[src/rtl/router_pkg.sv]
// Shared constants, helpers and types for the router output buffers.
package router_pkg;
    localparam int DEF_DATA_W  = 8;
    localparam int DEF_LEN_MSB = 7;
    localparam int DEF_LEN_LSB = 2;

    function automatic int clog2(input int value);
        int r;
        r = 0;
        for (int i = 0; i < 31; i++) begin
            if ((1 << i) < value) r = i + 1;
        end
        return r;
    endfunction

    typedef struct packed {
        logic                  tag;
        logic [DEF_DATA_W-1:0] data;
    } tagged_word_t;
endpackage

[src/rtl/router_pkt_fifo_if.sv]
// Write/read handshake bundle between the router FSM side and a packet FIFO.
interface router_pkt_fifo_if #(
    parameter int DATA_W = 8,
    parameter int DEPTH  = 16
);
    import router_pkg::*;
    localparam int LVL_W = clog2(DEPTH) + 1;

    logic              write_enb;
    logic              lfd_state;
    logic [DATA_W-1:0] data_in;
    logic              read_enb;
    logic [DATA_W-1:0] data_out;
    logic              data_valid;
    logic              pkt_last;
    logic              full;
    logic              empty;
    logic              almost_full;
    logic [LVL_W-1:0]  level;

    modport master (
        output write_enb, lfd_state, data_in, read_enb,
        input  data_out, data_valid, pkt_last, full, empty, almost_full, level
    );
    modport slave (
        input  write_enb, lfd_state, data_in, read_enb,
        output data_out, data_valid, pkt_last, full, empty, almost_full, level
    );
endinterface

[src/rtl/router_fifo_ctrl.sv]
// Wrap-bit pointer pair with occupancy and full/empty/almost-full status.
module router_fifo_ctrl
    import router_pkg::*;
#(
    parameter int DEPTH     = 16,
    parameter int AFULL_LVL = 14,
    localparam int AW = clog2(DEPTH),
    localparam int PW = AW + 1
) (
    input  logic          clock,
    input  logic          resetn,
    input  logic          clear,
    input  logic          wr_req,
    input  logic          rd_req,
    output logic          wr_acc,
    output logic          rd_acc,
    output logic [AW-1:0] wr_idx,
    output logic [AW-1:0] rd_idx,
    output logic [PW-1:0] level,
    output logic          full,
    output logic          empty,
    output logic          almost_full
);
    logic [PW-1:0] wr_ptr;
    logic [PW-1:0] rd_ptr;

    assign empty       = (wr_ptr == rd_ptr);
    assign full        = (wr_ptr[AW-1:0] == rd_ptr[AW-1:0]) && (wr_ptr[AW] != rd_ptr[AW]);
    // Pointer difference is the occupancy; the wrap bit makes 0 and DEPTH distinct.
    assign level       = wr_ptr - rd_ptr;
    assign almost_full = (level >= PW'(AFULL_LVL));
    assign wr_acc      = wr_req && !full;
    assign rd_acc      = rd_req && !empty;
    assign wr_idx      = wr_ptr[AW-1:0];
    assign rd_idx      = rd_ptr[AW-1:0];

    always_ff @(posedge clock) begin
        if (!resetn || clear) begin
            wr_ptr <= '0;
            rd_ptr <= '0;
        end else begin
            if (wr_acc) wr_ptr <= wr_ptr + PW'(1);
            if (rd_acc) rd_ptr <= rd_ptr + PW'(1);
        end
    end
endmodule

[src/rtl/router_pkt_fifo.sv]
// Packet-aware output FIFO: header-tagged storage, registered read data and
// a parity-byte marker derived from the header length field.
module router_pkt_fifo
    import router_pkg::*;
#(
    parameter int DATA_W    = DEF_DATA_W,
    parameter int DEPTH     = 16,
    parameter int LEN_MSB   = DEF_LEN_MSB,
    parameter int LEN_LSB   = DEF_LEN_LSB,
    parameter int AFULL_LVL = 14,
    localparam int AW    = clog2(DEPTH),
    localparam int LW    = LEN_MSB - LEN_LSB + 1,
    localparam int REM_W = LW + 1
) (
    input  logic clock,
    input  logic resetn,
    input  logic soft_reset,
    router_pkt_fifo_if.slave bus
);
    typedef struct packed {
        logic              tag;
        logic [DATA_W-1:0] data;
    } entry_t;

    logic              wr_acc;
    logic              rd_acc;
    logic [AW-1:0]     wr_idx;
    logic [AW-1:0]     rd_idx;
    logic              lfd_q;
    logic [DEPTH-1:0]  tag_mem;
    logic [DATA_W-1:0] data_mem [DEPTH];
    logic [REM_W-1:0]  rem;
    entry_t            rd_word;
    logic [LW-1:0]     hdr_len;

    router_fifo_ctrl #(
        .DEPTH     (DEPTH),
        .AFULL_LVL (AFULL_LVL)
    ) u_ctrl (
        .clock       (clock),
        .resetn      (resetn),
        .clear       (soft_reset),
        .wr_req      (bus.write_enb),
        .rd_req      (bus.read_enb),
        .wr_acc      (wr_acc),
        .rd_acc      (rd_acc),
        .wr_idx      (wr_idx),
        .rd_idx      (rd_idx),
        .level       (bus.level),
        .full        (bus.full),
        .empty       (bus.empty),
        .almost_full (bus.almost_full)
    );

    assign rd_word = '{tag: tag_mem[rd_idx], data: data_mem[rd_idx]};
    assign hdr_len = rd_word.data[LEN_MSB:LEN_LSB];

    // Payload storage is not reset; only the tags must be clean after a flush.
    always_ff @(posedge clock) begin
        if (resetn && !soft_reset && wr_acc) data_mem[wr_idx] <= bus.data_in;
    end

    always_ff @(posedge clock) begin
        if (!resetn) begin
            lfd_q          <= 1'b0;
            tag_mem        <= '0;
            rem            <= '0;
            bus.data_out   <= '0;
            bus.data_valid <= 1'b0;
            bus.pkt_last   <= 1'b0;
        end else if (soft_reset) begin
            lfd_q          <= 1'b0;
            tag_mem        <= '0;
            rem            <= '0;
            bus.data_valid <= 1'b0;
            bus.pkt_last   <= 1'b0;
        end else begin
            lfd_q          <= bus.lfd_state;
            bus.data_valid <= rd_acc;
            bus.pkt_last   <= 1'b0;
            if (wr_acc) tag_mem[wr_idx] <= lfd_q;
            if (rd_acc) begin
                bus.data_out <= rd_word.data;
                // A header always reloads, abandoning any unfinished packet.
                if (rd_word.tag) begin
                    rem <= REM_W'(hdr_len) + REM_W'(1);
                end else if (rem != '0) begin
                    rem          <= rem - REM_W'(1);
                    bus.pkt_last <= (rem == REM_W'(1));
                end
            end
        end
    end
endmodule

[src/flat_wrapper.sv]
// flat-port wrapper written by rule: the top's interface ports become plain ports
module router_pkt_fifo_flat import router_pkg::*;
#(
    parameter int DATA_W    = DEF_DATA_W,
    parameter int DEPTH     = 16,
    parameter int LEN_MSB   = DEF_LEN_MSB,
    parameter int LEN_LSB   = DEF_LEN_LSB,
    parameter int AFULL_LVL = 14,
    localparam int AW    = clog2(DEPTH),
    localparam int LW    = LEN_MSB - LEN_LSB + 1,
    localparam int REM_W = LW + 1
)
  (clock, resetn, soft_reset, bus_write_enb, bus_lfd_state, bus_data_in, bus_read_enb, bus_data_out, bus_data_valid, bus_pkt_last, bus_full, bus_empty, bus_almost_full, bus_level);
  router_pkt_fifo_if #(.DATA_W(DATA_W), .DEPTH(DEPTH)) bus_i ();
  input  logic clock;
  input  logic resetn;
  input  logic soft_reset;
  input wire logic [$bits(bus_i.write_enb)-1:0] bus_write_enb;
  input wire logic [$bits(bus_i.lfd_state)-1:0] bus_lfd_state;
  input wire logic [$bits(bus_i.data_in)-1:0] bus_data_in;
  input wire logic [$bits(bus_i.read_enb)-1:0] bus_read_enb;
  output wire logic [$bits(bus_i.data_out)-1:0] bus_data_out;
  output wire logic [$bits(bus_i.data_valid)-1:0] bus_data_valid;
  output wire logic [$bits(bus_i.pkt_last)-1:0] bus_pkt_last;
  output wire logic [$bits(bus_i.full)-1:0] bus_full;
  output wire logic [$bits(bus_i.empty)-1:0] bus_empty;
  output wire logic [$bits(bus_i.almost_full)-1:0] bus_almost_full;
  output wire logic [$bits(bus_i.level)-1:0] bus_level;
  assign bus_i.write_enb = bus_write_enb;
  assign bus_i.lfd_state = bus_lfd_state;
  assign bus_i.data_in = bus_data_in;
  assign bus_i.read_enb = bus_read_enb;
  assign bus_data_out = bus_i.data_out;
  assign bus_data_valid = bus_i.data_valid;
  assign bus_pkt_last = bus_i.pkt_last;
  assign bus_full = bus_i.full;
  assign bus_empty = bus_i.empty;
  assign bus_almost_full = bus_i.almost_full;
  assign bus_level = bus_i.level;
  router_pkt_fifo #(.DATA_W(DATA_W), .DEPTH(DEPTH), .LEN_MSB(LEN_MSB), .LEN_LSB(LEN_LSB), .AFULL_LVL(AFULL_LVL)) u_core (.clock(clock), .resetn(resetn), .soft_reset(soft_reset), .bus(bus_i));
endmodule
[config.mk]
export PLATFORM = sky130hd
export DESIGN_NAME = router_pkt_fifo_flat
export DESIGN_NICKNAME = d
export VERILOG_FILES = /design/src/rtl/router_pkg.sv /design/src/rtl/router_pkt_fifo_if.sv /design/src/rtl/router_fifo_ctrl.sv /design/src/rtl/router_pkt_fifo.sv /design/src/flat_wrapper.sv
export SDC_FILE = /design/constraint.sdc
export NUM_CORES = 1
export LEC_CHECK = 0
export BUFFER_PORTS_ARGS = -buffer_cell sky130_fd_sc_hd__buf_2
export CORE_MARGIN = 1
export CORE_UTILIZATION = 30
export DETAILED_ROUTE_END_ITERATION = 12
export PLACE_DENSITY_LB_ADDON = 0.08
export SYNTH_ARGS = -nofsm -noshare
export SYNTH_HDL_FRONTEND = slang
export SYNTH_HIERARCHICAL = 1
export SYNTH_SLANG_ARGS = --single-unit
[constraint.sdc]
create_clock -name clock -period 3.35 [get_ports clock]
set_input_delay 0.335 -clock clock [delete_from_list [all_inputs] [get_ports clock]]
set_output_delay 0.335 -clock clock [all_outputs]
set_load 0.03 [all_outputs]
Word level (Yosys, flattened, before mapping)
Memory sizes are Yosys's and may differ from the RTL's. A register that Yosys moved wholly into a read port is not among the register bits. Cells that the tools add are included.

Bits in read-only memories: 0. RAM bits: 128. Latch bits: 0. Output and inout bits: 18. Bits in registers: 44. Memories: 1.

Memory list: u_core.data_mem (words 16, bits a word 8, read ports 1, clocked after Yosys merged registers in 1, wr ports 1, line router_pkt_fifo.sv:31) `logic [DATA_W-1:0] data_mem [DEPTH];`.

Shift operators: 0. $add $sub $neg: 5. Magnitude comparators: 4. Mux-type cells: 11. Bitwise gates (word level): 4. Divide/modulo/power cells: 0. Reduce and logical (&&, ||, !) cells: 17. Multiply operators: 0. Eq/ne operators: 4.

Operators with widths (number): bitwise mux 16 bit (1); two-way mux 7 bit (2); adder 5 x 1 -> 5 bit, second input constant (2); less-than comparator 4 x 5 -> 1 bit, second input constant (2); two-way mux 4 bit (2); adder 6 x 1 -> 7 bit, second input constant (1); equality test 7 x 1 -> 1 bit, second input constant (1); nonzero test 7 bit (1); subtractor 7 x 1 -> 7 bit, second input constant (1); logical AND 1 bit (6); equality test 5 bit (1); greater-or-equal comparator 5 x 4 -> 1 bit, second input constant (1); OR reduction 5 bit (1); subtractor 5 bit (1); binary-select mux 1 bit (select 4 bit) (1); demux 1 bit (select 4 bit) (1); equality test 4 bit (1); greater-or-equal comparator 4 x 1 -> 1 bit, second input constant (1); logical NOT 1 bit (4); two-way mux 1 bit (4); NOT 1 bit (4); AND reduction 2 bit (2); nonzero test 2 bit (1); OR reduction 2 bit (1); 2 further kinds (2).

Logic depth before layout (Yosys ltp)
Depth after elaboration: 7. Depth in mapped cells: 11. Mapped depth without buffers: 9.

By module
Netlist, hierarchy kept.

By module, submodules not included: router_pkt_fifo (instances 1, area each 6735.2 um^2, cells each 442); router_fifo_ctrl (instances 1, area each 834.6 um^2, cells each 99).

Worst setup path after synthesis
OpenSTA, ideal clock, no wires.

Kind: register -> register. Start point: reg u_core.u_ctrl.rd_ptr[2]. End point: mem u_core.data_mem[0][0], enable pin. Path slack: 633 ps. Setup time: 370 ps. Arrival: 2346 ps. Period minus slack after synthesis: 2717 ps. Path buffers: 2. Stages on the path, launching flop included: 9. Cell sequence: dfxtp_1 inv_1 ha_1 and4_1 buf_6 a21boi_2 or3b_1 clkbuf_1 nor2_1.

Word-level cells in the longest chain between the ends: 7.

RTL lines: start, declared (line router_fifo_ctrl.sv:25) `logic [PW-1:0] rd_ptr;`; start signal, assigned (line router_fifo_ctrl.sv:43) `if (rd_acc) rd_ptr <= rd_ptr + PW'(1);`; equality test 4 bit (line router_fifo_ctrl.sv:28) `assign full = (wr_ptr[AW-1:0] == rd_ptr[AW-1:0]) && (wr_ptr[AW] != rd_ptr[AW]);`; logical AND 1 bit (line router_fifo_ctrl.sv:28); logical NOT 1 bit (line router_fifo_ctrl.sv:32) `assign wr_acc = wr_req && !full;`; logical AND 1 bit (line router_fifo_ctrl.sv:32); net u_core.wr_acc (line router_pkt_fifo.sv:25) `logic wr_acc;`; logical AND 1 bit (line router_pkt_fifo.sv:60) `if (resetn && !soft_reset && wr_acc) data_mem[wr_idx] <= bus.data_in;`; two-way mux 1 bit (line router_pkt_fifo.sv:60); two-way mux 1 bit (implied by the code) (line router_pkt_fifo.sv:60); end, declared (line router_pkt_fifo.sv:31).

The timed path passes the listed nets, and every way through them passes these cells.

Worst setup path after layout
Start point: reg u_core.u_ctrl.wr_ptr[0]. End point: mem u_core.data_mem[8][4], enable pin.

Word-level cells in the longest chain between the ends: 7.

RTL lines: start, declared (line router_fifo_ctrl.sv:24) `logic [PW-1:0] wr_ptr;`; start signal, assigned (line router_fifo_ctrl.sv:42) `if (wr_acc) wr_ptr <= wr_ptr + PW'(1);`; equality test 4 bit (line router_fifo_ctrl.sv:28); logical AND 1 bit (line router_fifo_ctrl.sv:28); logical NOT 1 bit (line router_fifo_ctrl.sv:32); logical AND 1 bit (line router_fifo_ctrl.sv:32); net u_core.wr_acc (line router_pkt_fifo.sv:25); logical AND 1 bit (line router_pkt_fifo.sv:60); two-way mux 1 bit (line router_pkt_fifo.sv:60); two-way mux 1 bit (implied by the code) (line router_pkt_fifo.sv:60).

The timed path passes the listed nets, and every way through them passes these cells.

==> impl_metrics.env <==
export IMPL_antenna_left=0
export IMPL_p_int_mw=3.395
export IMPL_vdd_drop_max_mv=0.3125
export IMPL_drt_pass1_iter_count=4
export IMPL_hold_viol_final=0
export IMPL_netSwitchingFraction_pct=22.87
export IMPL_antenna_found_initial=0
export IMPL_fp_dieW_um=160.8
export IMPL_htreeDepth=4
export IMPL_synth_seq_cells=172
export IMPL_cts_hold_buf=0
export IMPL_drive_above_1_share_pct=23.27
export IMPL_cts_setup_buffers=0
export IMPL_antenna_cells=0
export IMPL_grt_util_met3_pct=3.487
export IMPL_port_buffer_count=31
export IMPL_synth_net_count=566
export IMPL_overflow=0
export IMPL_p_comb_share_pct=3.6
export IMPL_slew_viol_final=0
export IMPL_die_h_um=160.8
export IMPL_yosysTopAreaCellShare_pct=50.78
export IMPL_maxCapViolCount=0
export IMPL_dr_first_iter_drc_count=284
export IMPL_cts_tree="done"
export IMPL_postSynth_asyncResetShare_pct=0
export IMPL_via_per_inst=4.824
export IMPL_grt_use_met1_pct=19.19
export IMPL_fin_nets=605
export IMPL_core_area_um2=24530
export IMPL_status="finished clean"
export IMPL_crit_fanout=11
export IMPL_most_common_layout_cells="edfxtp_1 (128), nand2_1 (60), nor2_1 (43)"
export IMPL_die_area_um2=25870
export IMPL_p_switching_mw=1.007
export IMPL_powerDensity_nw_per_um2=506.0
export IMPL_final_common_cell="edfxtp_1"
export IMPL_fmax_mhz=335.2
export IMPL_setup_tns_ns=0
export IMPL_clk_latency_ns=0.44
export IMPL_placedInstanceArea_um2=8119
export IMPL_post_cts_resize_count=0
export IMPL_numCtsBuffers=17
export IMPL_yosysWarnings=6
export IMPL_track_usage_pct=14.33
export IMPL_cpPeakStageDelay_ns=0.60
export IMPL_synth_edff_count=128
export IMPL_place_gp_congestion=0.7517
export IMPL_relSlewSlack_pct=57.26
export IMPL_grt_pass1_vias=4508
export IMPL_grt_pass1_wl_um=27270
export IMPL_fin_crit_ns=2.983
export IMPL_whs_ns=0.1145
export IMPL_min_path_type="in -> reg"
export IMPL_syn_avg_cell_area_um2=13.99
export IMPL_cp_num_buf_inv=2
export IMPL_crit_arrival_ns=3.11
export IMPL_clk_pin_slew_ns=0.07
export IMPL_end_kind="register"
export IMPL_pwr_share_seq_pct=52.2
export IMPL_start_util_pct=30.85
export IMPL_synth_seq_area_share_pct=62.41
export IMPL_top_usage_layer="met2"
export IMPL_fill_cells=2409
export IMPL_final_cell_area_um2=8700
export IMPL_worstPathCellList="inv_1 > ha_1 > and4_1 > a21boi_2 > or3b_1 > nor2_1 > buf_4"
export IMPL_dp_hpwl_um=11910
export IMPL_area_delta_synth_final_pct=14.93
export IMPL_ys_types=56
export IMPL_syn_inst=541
export IMPL_cp_required_ns=3.48
export IMPL_worst_setup_path_start_kind="register"
export IMPL_grt_max_degree=40
export IMPL_synth_ff_type="edfxtp_1"
export IMPL_grt_util_met2_pct=23.28
export IMPL_worstSetupPathType="reg -> reg"
export IMPL_yosys_area_top_type="edfxtp_1"
export IMPL_ios=32
export IMPL_p_clk_share_pct=44.2
export IMPL_vias=4424
export IMPL_clock_path_buffers=2
export IMPL_syn_area_um2=7570
export IMPL_route_detailed_drc=0
export IMPL_rsz0062_at_grt="false"
export IMPL_cts_sinks=172
export IMPL_slowest_stage="or3b_1"
export IMPL_wl_per_cell_um=19.33
export IMPL_crit_family="simple AND/OR/NAND/NOR gates"
export IMPL_cts_root_buf="clkbuf_16"
export IMPL_tightest_slew_ns=0.6365
export IMPL_synthTopCellsByArea="edfxtp_1 (51%), dfxtp_1 (12%), mux4_2 (11%)"
export IMPL_placementRows=57
export IMPL_finClkSkew_ns=0.02117
export IMPL_setup_violations_final=0
export IMPL_p_leak_nw=2.845
export IMPL_wirelength_um=17730
export IMPL_finalCritPeriodShare_pct=89.06
synth_stat cells, types with 6 or more instances:
master	number
nor2_1	43
a21oi_1	23
mux2i_1	16
nand2b_1	10
ha_1	10
clkbuf_1	17
buf_4	11
nand3_1	8
a22oi_1	13
o21ai_1	15
or3_1	6
inv_1	11
nor3_1	6
edfxtp_1	128
mux4_2	37
a21boi_1	8
dfxtp_1	44
nand2_1	60
power by group through the flow:
stage	sequential [mW]	combinational [mW]	clock [mW]
floorplan	2.35	0.0943	0
global placement	2.34	0.163	0
detailed placement	2.35	0.165	0
CTS	2.30	0.165	2.01
global route	2.30	0.175	2.09
finish	2.30	0.159	1.95
area by class of cell:
type	count	area, um2	area share, %
inverter	12	45.04	0.5178
timing repair buffer	58	370.4	4.257
multi-input combinational	319	2571	29.56
clock buffer	17	425.4	4.890
clock inverter	15	155.1	1.783
sequential	172	4727	54.34
tap	324	405.4	4.660
metal layers:
metal	wire (um)	share of wire, %	vias up
li1	-	-	2118
met1	8307	47	2251
met2	8848	50	53
met3	518	2.9	2
met4	55	0.31	0
met5	0	0	-
cell families (layout without fill, tap and decap cells):
family | after synthesis | after routing | synth area share [%]
AOI/OAI and AO/OA | 79 | 79 | 6.942
xor gates and xnor gates | 6 | 6 | 0.6942
adders and majority gates | 11 | 11 | 1.917
buffers and inverters | 50 | 102 | 3.620
DFF | 172 | 172 | 62.41
muxes | 56 | 56 | 13.80
and+or+nand+nor | 167 | 167 | 10.61
final timing paths:
check                           cells after the start                     end  slack [ns]                    start
worst max-delay path                                7   u_core/data_mem[8][4]        0.37  u_core/u_ctrl/wr_ptr[0]
worst min-delay path                                2            u_core/lfd_q        0.11            bus_lfd_state
worst max register to register                      7   u_core/data_mem[8][4]        0.37  u_core/u_ctrl/wr_ptr[0]
worst min register to register                      2  u_core/bus.data_out[2]        0.45   u_core/bus.data_out[2]
registers in the layout, indices dropped and copies added (netlist names):
| register | cells |
|---|---|
| u_core/tag_mem | 16 |
| u_core/u_ctrl/rd_ptr | 5 |
| u_core/u_ctrl/wr_ptr | 5 |
| u_core/data_mem | 128 |
| u_core/lfd_q | 1 |
| u_core/bus.data_valid | 1 |
| u_core/rem | 7 |
| u_core/bus.data_out | 8 |
| u_core/bus.pkt_last | 1 |
through the flow:
step                      setup WS (ns)  util (%)  std cells  total power, mW
after detailed placement         0.3892     33.09        885            2.510
after global placement           0.4515     33.09        885            2.508
after global routing             0.1964     35.46        917            4.566
after floorplan                  0.6334         -        541            2.441
final                            0.3665     35.46        917            4.402
after CTS                        0.3565     35.46        917            4.472
worst reg2reg max path, delay by kind of cell, from the launching register on:
kind	cells	cell delay (ns)
adders and majority gates	1	0.33
buffers and inverters	2	0.31
and+or+nand+nor	3	1.25
DFF	1	0.45
AOI/OAI and AO/OA	1	0.34
Power figures use the tool's default switching activity.
